$ cat src/rtl/mult_sched_pkg.sv
// Shared constants and tag type for the mult_sched shared-multiplier scheduler.
package mult_sched_pkg;

  localparam int DEF_WIDTH = 16;
  localparam int DEF_NREQ  = 4;
  localparam int DEF_LAT   = 9;
  localparam int DEF_DEPTH = 12;
  localparam int TAG_IDW   = $clog2(DEF_NREQ);

  typedef struct packed {
    logic               valid;
    logic [TAG_IDW-1:0] id;
  } tag_t;

endpackage

$ cat src/rtl/mult_sched_rr_arb.sv
// Round-robin arbiter: one-hot grant searched from the pointer, pointer moves past the winner.
module mult_sched_rr_arb #(
  parameter int NREQ = 4,
  parameter int IDW  = $clog2(NREQ)
) (
  input  logic            clk,
  input  logic            rst_n,
  input  logic [NREQ-1:0] req,
  input  logic [NREQ-1:0] mask,
  output logic [NREQ-1:0] grant,
  output logic [IDW-1:0]  grant_id
);

  logic [IDW-1:0] ptr_r;
  logic           found_s;
  logic [IDW:0]   sum_s;
  logic [IDW-1:0] idx_s;

  // Scan requesters starting at the pointer, wrapping modulo NREQ.
  always_comb begin
    grant    = '0;
    grant_id = '0;
    found_s  = 1'b0;
    sum_s    = '0;
    idx_s    = '0;
    for (int k = 0; k < NREQ; k++) begin
      sum_s = {1'b0, ptr_r} + (IDW+1)'(k);
      if (sum_s >= (IDW+1)'(NREQ)) begin
        sum_s = sum_s - (IDW+1)'(NREQ);
      end else begin
        sum_s = sum_s;
      end
      idx_s = sum_s[IDW-1:0];
      if (!found_s && req[idx_s] && mask[idx_s]) begin
        grant[idx_s] = 1'b1;
        grant_id     = idx_s;
        found_s      = 1'b1;
      end else begin
        found_s = found_s;
      end
    end
  end

  // Pointer register: next search starts just after the last winner.
  always_ff @(posedge clk or negedge rst_n) begin
    if (!rst_n) begin
      ptr_r <= '0;
    end else if (found_s) begin
      ptr_r <= (grant_id == IDW'(NREQ-1)) ? '0 : grant_id + IDW'(1);
    end else begin
      ptr_r <= ptr_r;
    end
  end

endmodule

$ cat src/rtl/mult_sched.sv
// Shares one fixed-latency pipelined multiplier among NREQ requesters with credit-guarded response FIFO.
// Optional performance counters are enabled by defining MULT_SCHED_PERF_EN.
module mult_sched
  import mult_sched_pkg::*;
#(
  parameter int WIDTH = DEF_WIDTH,
  parameter int NREQ  = DEF_NREQ,
  parameter int LAT   = DEF_LAT,
  parameter int DEPTH = DEF_DEPTH,
  parameter int IDW   = $clog2(NREQ)
) (
  input  logic                  clk,
  input  logic                  rst_n,
  input  logic [NREQ-1:0]       req_valid,
  input  logic [NREQ*WIDTH-1:0] req_a,
  input  logic [NREQ*WIDTH-1:0] req_b,
  output logic [NREQ-1:0]       req_ready,
  output logic [WIDTH-1:0]      mul_a,
  output logic [WIDTH-1:0]      mul_b,
  input  logic [2*WIDTH-1:0]    mul_y,
  output logic                  rsp_valid,
  input  logic                  rsp_ready,
  output logic [IDW-1:0]        rsp_id,
  output logic [2*WIDTH-1:0]    rsp_y,
  output logic                  busy
`ifdef MULT_SCHED_PERF_EN
  ,
  output logic [31:0]           perf_issue,
  output logic [31:0]           perf_stall
`endif
);

  localparam int PW = $clog2(DEPTH);
  localparam int CW = $clog2(DEPTH+1);

  function automatic logic [PW-1:0] ptr_inc(input logic [PW-1:0] p);
    return (p == PW'(DEPTH-1)) ? '0 : p + PW'(1);
  endfunction

  logic                 run_r;
  logic [CW-1:0]        credit_r;
  logic [NREQ-1:0]      mask_s;
  logic [NREQ-1:0]      grant_s;
  logic [IDW-1:0]       grant_id_s;
  logic                 issue_s;
  tag_t                 issue_tag_r;
  tag_t                 tag_pipe_r [LAT];
  logic                 push_s;
  logic                 pop_s;
  logic [PW-1:0]        wr_ptr_r;
  logic [PW-1:0]        rd_ptr_r;
  logic [CW-1:0]        count_r;
  logic [IDW-1:0]       id_mem_r [DEPTH];
  logic [2*WIDTH-1:0]   y_mem_r  [DEPTH];

  // Grants stay off until the first edge after reset release (synchronous deassertion).
  always_ff @(posedge clk or negedge rst_n) begin
    if (!rst_n) begin
      run_r <= 1'b0;
    end else begin
      run_r <= 1'b1;
    end
  end

  assign mask_s  = {NREQ{run_r && (credit_r != '0)}};
  assign issue_s = |grant_s;

  mult_sched_rr_arb #(.NREQ(NREQ), .IDW(IDW)) u_arb (
    .clk      (clk),
    .rst_n    (rst_n),
    .req      (req_valid),
    .mask     (mask_s),
    .grant    (grant_s),
    .grant_id (grant_id_s)
  );

  assign req_ready = grant_s;

  // Operand registers hold their value when nothing is issued.
  always_ff @(posedge clk or negedge rst_n) begin
    if (!rst_n) begin
      mul_a <= '0;
      mul_b <= '0;
    end else if (issue_s) begin
      mul_a <= req_a[grant_id_s*WIDTH +: WIDTH];
      mul_b <= req_b[grant_id_s*WIDTH +: WIDTH];
    end else begin
      mul_a <= mul_a;
      mul_b <= mul_b;
    end
  end

  // issue_tag_r rides with mul_a; the LAT stages behind it line up with mul_y.
  always_ff @(posedge clk or negedge rst_n) begin
    if (!rst_n) begin
      issue_tag_r <= '0;
      for (int k = 0; k < LAT; k++) begin
        tag_pipe_r[k] <= '0;
      end
    end else begin
      issue_tag_r   <= {issue_s, TAG_IDW'(grant_id_s)};
      tag_pipe_r[0] <= issue_tag_r;
      for (int k = 1; k < LAT; k++) begin
        tag_pipe_r[k] <= tag_pipe_r[k-1];
      end
    end
  end

  assign push_s    = tag_pipe_r[LAT-1].valid;
  assign rsp_valid = (count_r != '0);
  assign pop_s     = rsp_valid && rsp_ready;

  // Response storage; no reset needed since outputs are gated by rsp_valid.
  always_ff @(posedge clk) begin
    if (push_s) begin
      id_mem_r[wr_ptr_r] <= IDW'(tag_pipe_r[LAT-1].id);
      y_mem_r[wr_ptr_r]  <= mul_y;
    end
  end

  // FIFO pointers, occupancy and issue credit.
  always_ff @(posedge clk or negedge rst_n) begin
    if (!rst_n) begin
      wr_ptr_r <= '0;
      rd_ptr_r <= '0;
      count_r  <= '0;
      credit_r <= CW'(DEPTH);
    end else begin
      wr_ptr_r <= push_s ? ptr_inc(wr_ptr_r) : wr_ptr_r;
      rd_ptr_r <= pop_s  ? ptr_inc(rd_ptr_r) : rd_ptr_r;
      case ({push_s, pop_s})
        2'b10:   count_r <= count_r + CW'(1);
        2'b01:   count_r <= count_r - CW'(1);
        default: count_r <= count_r;
      endcase
      case ({issue_s, pop_s})
        2'b10:   credit_r <= credit_r - CW'(1);
        2'b01:   credit_r <= credit_r + CW'(1);
        default: credit_r <= credit_r;
      endcase
    end
  end

  assign rsp_id = rsp_valid ? id_mem_r[rd_ptr_r] : '0;
  assign rsp_y  = rsp_valid ? y_mem_r[rd_ptr_r]  : '0;
  // Outstanding work exists exactly when some credit is lent out.
  assign busy   = (credit_r != CW'(DEPTH));

`ifdef MULT_SCHED_PERF_EN
  // Issue and credit-stall event counters, free-running with wrap.
  always_ff @(posedge clk or negedge rst_n) begin
    if (!rst_n) begin
      perf_issue <= 32'd0;
      perf_stall <= 32'd0;
    end else begin
      perf_issue <= issue_s ? perf_issue + 32'd1 : perf_issue;
      perf_stall <= ((|req_valid) && (credit_r == '0)) ? perf_stall + 32'd1 : perf_stall;
    end
  end
`endif

endmodule
$ cat config.mk
export PLATFORM = sky130hd
export DESIGN_NAME = mult_sched
export DESIGN_NICKNAME = d
export VERILOG_FILES = /design/src/rtl/mult_sched_pkg.sv /design/src/rtl/mult_sched_rr_arb.sv /design/src/rtl/mult_sched.sv
export SDC_FILE = /design/constraint.sdc
export NUM_CORES = 1
export LEC_CHECK = 0
export CORE_ASPECT_RATIO = 0.6
export CORE_MARGIN = 4
export CORE_UTILIZATION = 36
export DETAILED_ROUTE_END_ITERATION = 7
export PLACE_DENSITY = 0.58
export SLEW_MARGIN = 15
export SYNTH_ARGS = -nofsm -noshare
export SYNTH_HDL_FRONTEND = slang
export SYNTH_HIERARCHICAL = 1
export SYNTH_SLANG_ARGS = --single-unit
$ cat constraint.sdc
create_clock -name clk -period 5.26 [get_ports clk]
set_clock_uncertainty 0.15 [all_clocks]
set_input_delay 0.789 -clock clk [delete_from_list [all_inputs] [get_ports clk]]
set_output_delay 0.789 -clock clk [all_outputs]
set_load 0.05 [all_outputs]
==> flow_summary.json <==
{
  "status": "finished, final reports clean",
  "insertion_delay_ns": 0.57,
  "syn_area_um2": 20100,
  "syn-instance-count": 1005,
  "avgSynthCellArea_um2": 20.0,
  "p_sw_frac": 0.381,
  "synth_area_leaders": "edfxtp_1, mux4_2, dfrtp_1, mux4_1, mux2_2",
  "synth_area_leader_cell": "edfxtp_1",
  "criticalPathCategory": "flip-flop to primary output",
  "switchingPower_uw": 6450,
  "track_usage": 0.158,
  "hp-class": "input port to asynchronous set/reset pin",
  "fp.dieH_um": 191,
  "htree_num_levels": 2,
  "syn-num-nets": 1188,
  "fmax_mhz": 207,
  "ant_nets": 0,
  "num_vias": 10600,
  "critPathMaxFanout": 14,
  "cts_sinks": 489,
  "p_int_uw": 10500,
  "clk_path_buf_depth": 3,
  "cts_root_buf": "clkbuf_16",
  "avgRoutedWirePerCell_um": 23.1,
  "grt_overflow": 0,
  "p_clk_frac": 0.202,
  "drive_above_1_share": 0.224,
  "io_pins": 239,
  "rsz0062_at_grt": "no",
  "period_share": 0.917,
  "setup_violations": 0,
  "dr.pass1.iters": 5,
  "powerDensity_nw_per_um2": 676,
  "ys_seq_area_frac": 0.709,
  "gp_congestion": 0.822,
  "p_comb_frac": 0.459,
  "dieArea_um2": 59900,
  "crit_chain": "o41a_1 -> and2_1 -> mux4_1 -> nand3_1 -> a31oi_1 -> mux2_2 -> clkdlybuf4s50_1",
  "ir_drop_uv": 407,
  "io_buffers": 238,
  "critical_path_required_ns": 4.32,
  "worst_pin_slew_ns": 0.910,
  "path_clk_slew_ns": 0.07,
  "synth-seq-cells": 489,
  "finalWorstSetupSlack_ns": 0.438,
  "maxCapViolations": 0,
  "slowest_stage": "clkdlybuf4s50_1",
  "cts_made_buffers": 47,
  "core_um2": 54800,
  "critical_path_arrival_ns": 3.88,
  "yosysTopAreaCellShare": 0.608,
  "area_growth_pct": 24.3,
  "slew_viol_final": 0,
  "dp_hpwl_um": 30200,
  "initial_core_util": 0.368,
  "startpoint_type": "flip-flop",
  "ys_warn_count": 6,
  "layout_commonest_cell": "edfxtp_1",
  "grt_pass1_wl_um": 71100,
  "final_cell_mix": "edfxtp_1, clkdlybuf4s50_1, mux4_2",
  "period_needed_ns": 4.82,
  "cts_tree": "built",
  "slew_headroom": 0.393,
  "drc_errors": 0,
  "cpPeakStageDelay_ns": 0.74,
  "synthFlopType": "edfxtp_1",
  "grt_pass1_vias": 10800,
  "std_cell_rows": 66,
  "seqPwrFrac": 0.339,
  "grt_max_degree": 47,
  "synth-edff-count": 408,
  "final_hold_viol_count": 0,
  "die_x_um": 313,
  "n_antenna_cell": 0,
  "wirelength_um": 47500,
  "antenna_found_initial": 0,
  "fin_nets": 1449,
  "async_flop_share": 0.166,
  "end_kind": "primary output",
  "drt_iter0_drc": 876,
  "preCtsSetupSlack_ns": 0.570,
  "viasPerCell": 5.16,
  "synth.distinct_cells": 64,
  "p_leak_uw": 0.00841,
  "fin_tns_setup_ns": 0
}
[worst max-delay path, delay by kind of cell, from the launching register on]
kind	cells	cell delay, ns
simple gates	2	0.45
mux	2	0.94
flops	1	0.45
compound gates	2	0.70
buf+inv	1	0.74
[synthesized netlist by cell type, types with 2 or more instances]
| cell type | count |
|---|---|
| a21o_1 | 3 |
| a21oi_1 | 40 |
| a22o_1 | 2 |
| a22oi_1 | 2 |
| a2bb2oi_1 | 3 |
| a311oi_1 | 2 |
| a31oi_1 | 5 |
| and2_1 | 5 |
| and2b_1 | 2 |
| buf_12 | 4 |
| buf_2 | 13 |
| buf_4 | 7 |
| buf_6 | 8 |
| clkbuf_1 | 23 |
| clkbuf_4 | 2 |
| dfrtp_1 | 79 |
| dfstp_2 | 2 |
| edfxtp_1 | 408 |
| ha_1 | 15 |
| inv_1 | 7 |
| inv_2 | 4 |
| mux2_2 | 39 |
| mux2i_1 | 35 |
| mux4_1 | 18 |
| mux4_2 | 119 |
| nand2_1 | 23 |
| nand2b_1 | 5 |
| nand3_1 | 8 |
| nor2_1 | 22 |
| nor2b_1 | 4 |
| nor3_1 | 11 |
| o21ai_0 | 42 |
| o21ai_1 | 4 |
| o32ai_1 | 2 |
| xnor2_1 | 5 |
| xor2_1 | 4 |
[registers in the layout (all words and copies together), names as in the netlist, named ones only]
| name | cells |
|---|---|
| run_r | 1 |
| mul_b | 16 |
| rd_ptr_r | 4 |
| credit_r | 4 |
| count_r | 4 |
| wr_ptr_r | 4 |
| issue_tag_r | 3 |
| push_s | 1 |
| u_arb/ptr_r | 1 |
| tag_pipe_r | 26 |
| y_mem_r | 384 |
| mul_a | 16 |
| id_mem_r | 24 |
[power groups by stage]
stage               Clock, µW  Sequential [µW]  Combinational (µW)
floorplan                   0             5910                5440
global placement            0             5800                7830
detailed placement          0             5820                7880
CTS                      3530             5750                7910
global route             3720             5850                8320
finish                   3430             5730                7770
[path summary, 6_finish.rpt]
kind                       cells after the start            from  slack [ns]        endpoint
min                                            1           rst_n        0.06        mul_b[6]
max in group asynchronous                      2           rst_n        3.94       mul_a[13]
min reg2reg                                    0  tag_pipe_r[23]        0.20  tag_pipe_r[20]
min in group clk                               0  tag_pipe_r[23]        0.20  tag_pipe_r[20]
max                                            7     credit_r[0]        0.44    req_ready[2]
max reg2reg                                   14       flip-flop        0.73     credit_r[3]
[cell type report]
type	instances	area [µm²]
clock buffer	55	1240
clock inverter	32	338
fill	4606	29700
inverter	11	41.3
multi-input combinational	447	5520
sequential	489	14300
tap	748	936
timing repair buffer	270	2680
[layer usage]
| metal | part of all wire | wire length [µm] | vias up | global-route usage |
|---|---|---|---|---|
| met5 | 0 | 0 | - | 0 |
| met4 | 0.013 | 603 | 0 | 0.0306 |
| met1 | 0.49 | 23400 | 5604 | 0.255 |
| met2 | 0.45 | 21200 | 258 | 0.226 |
| met3 | 0.048 | 2280 | 50 | 0.0249 |
| li1 | - | - | 4668 | - |
[logic make-up (layout without fill, tap and decap cells)]
| family | Yosys count | count (layout) | synth area share |
|---|---|---|---|
| other | 1 | 1 | 0.000186 |
| buffers and inverters | 69 | 368 | 0.0216 |
| XOR/XNOR | 9 | 9 | 0.00391 |
| flip-flops | 489 | 489 | 0.709 |
| AO/OA/AOI/OAI | 124 | 124 | 0.0382 |
| adder cells (fa/ha/maj) | 16 | 16 | 0.0103 |
| multiplexers | 211 | 211 | 0.196 |
| AND/OR/NAND/NOR | 86 | 86 | 0.0211 |
[repair_timing]
item | CTS | global route
resized for setup | 0 | 1
buffers inserted | 0 | 0
endpoints found under the hold margin | 0 | 0
hold buffers | 0 | 0
setup endpoints to repair | 0 | 2
[through the flow]
step	power (µW)	instances	area (µm²)	hold slack (ns)	util
after floorplan	11300	1005	20100	0.181	-
after global placement	13600	1965	23500	0.186	0.429
after detailed placement	13700	1965	23500	0.186	0.429
after CTS	17200	2052	25000	0.0630	0.457
after global routing	17900	2052	25000	0.0915	0.457
final	16900	2052	25000	0.0573	0.457
Power figures use the tool's default switching activity.
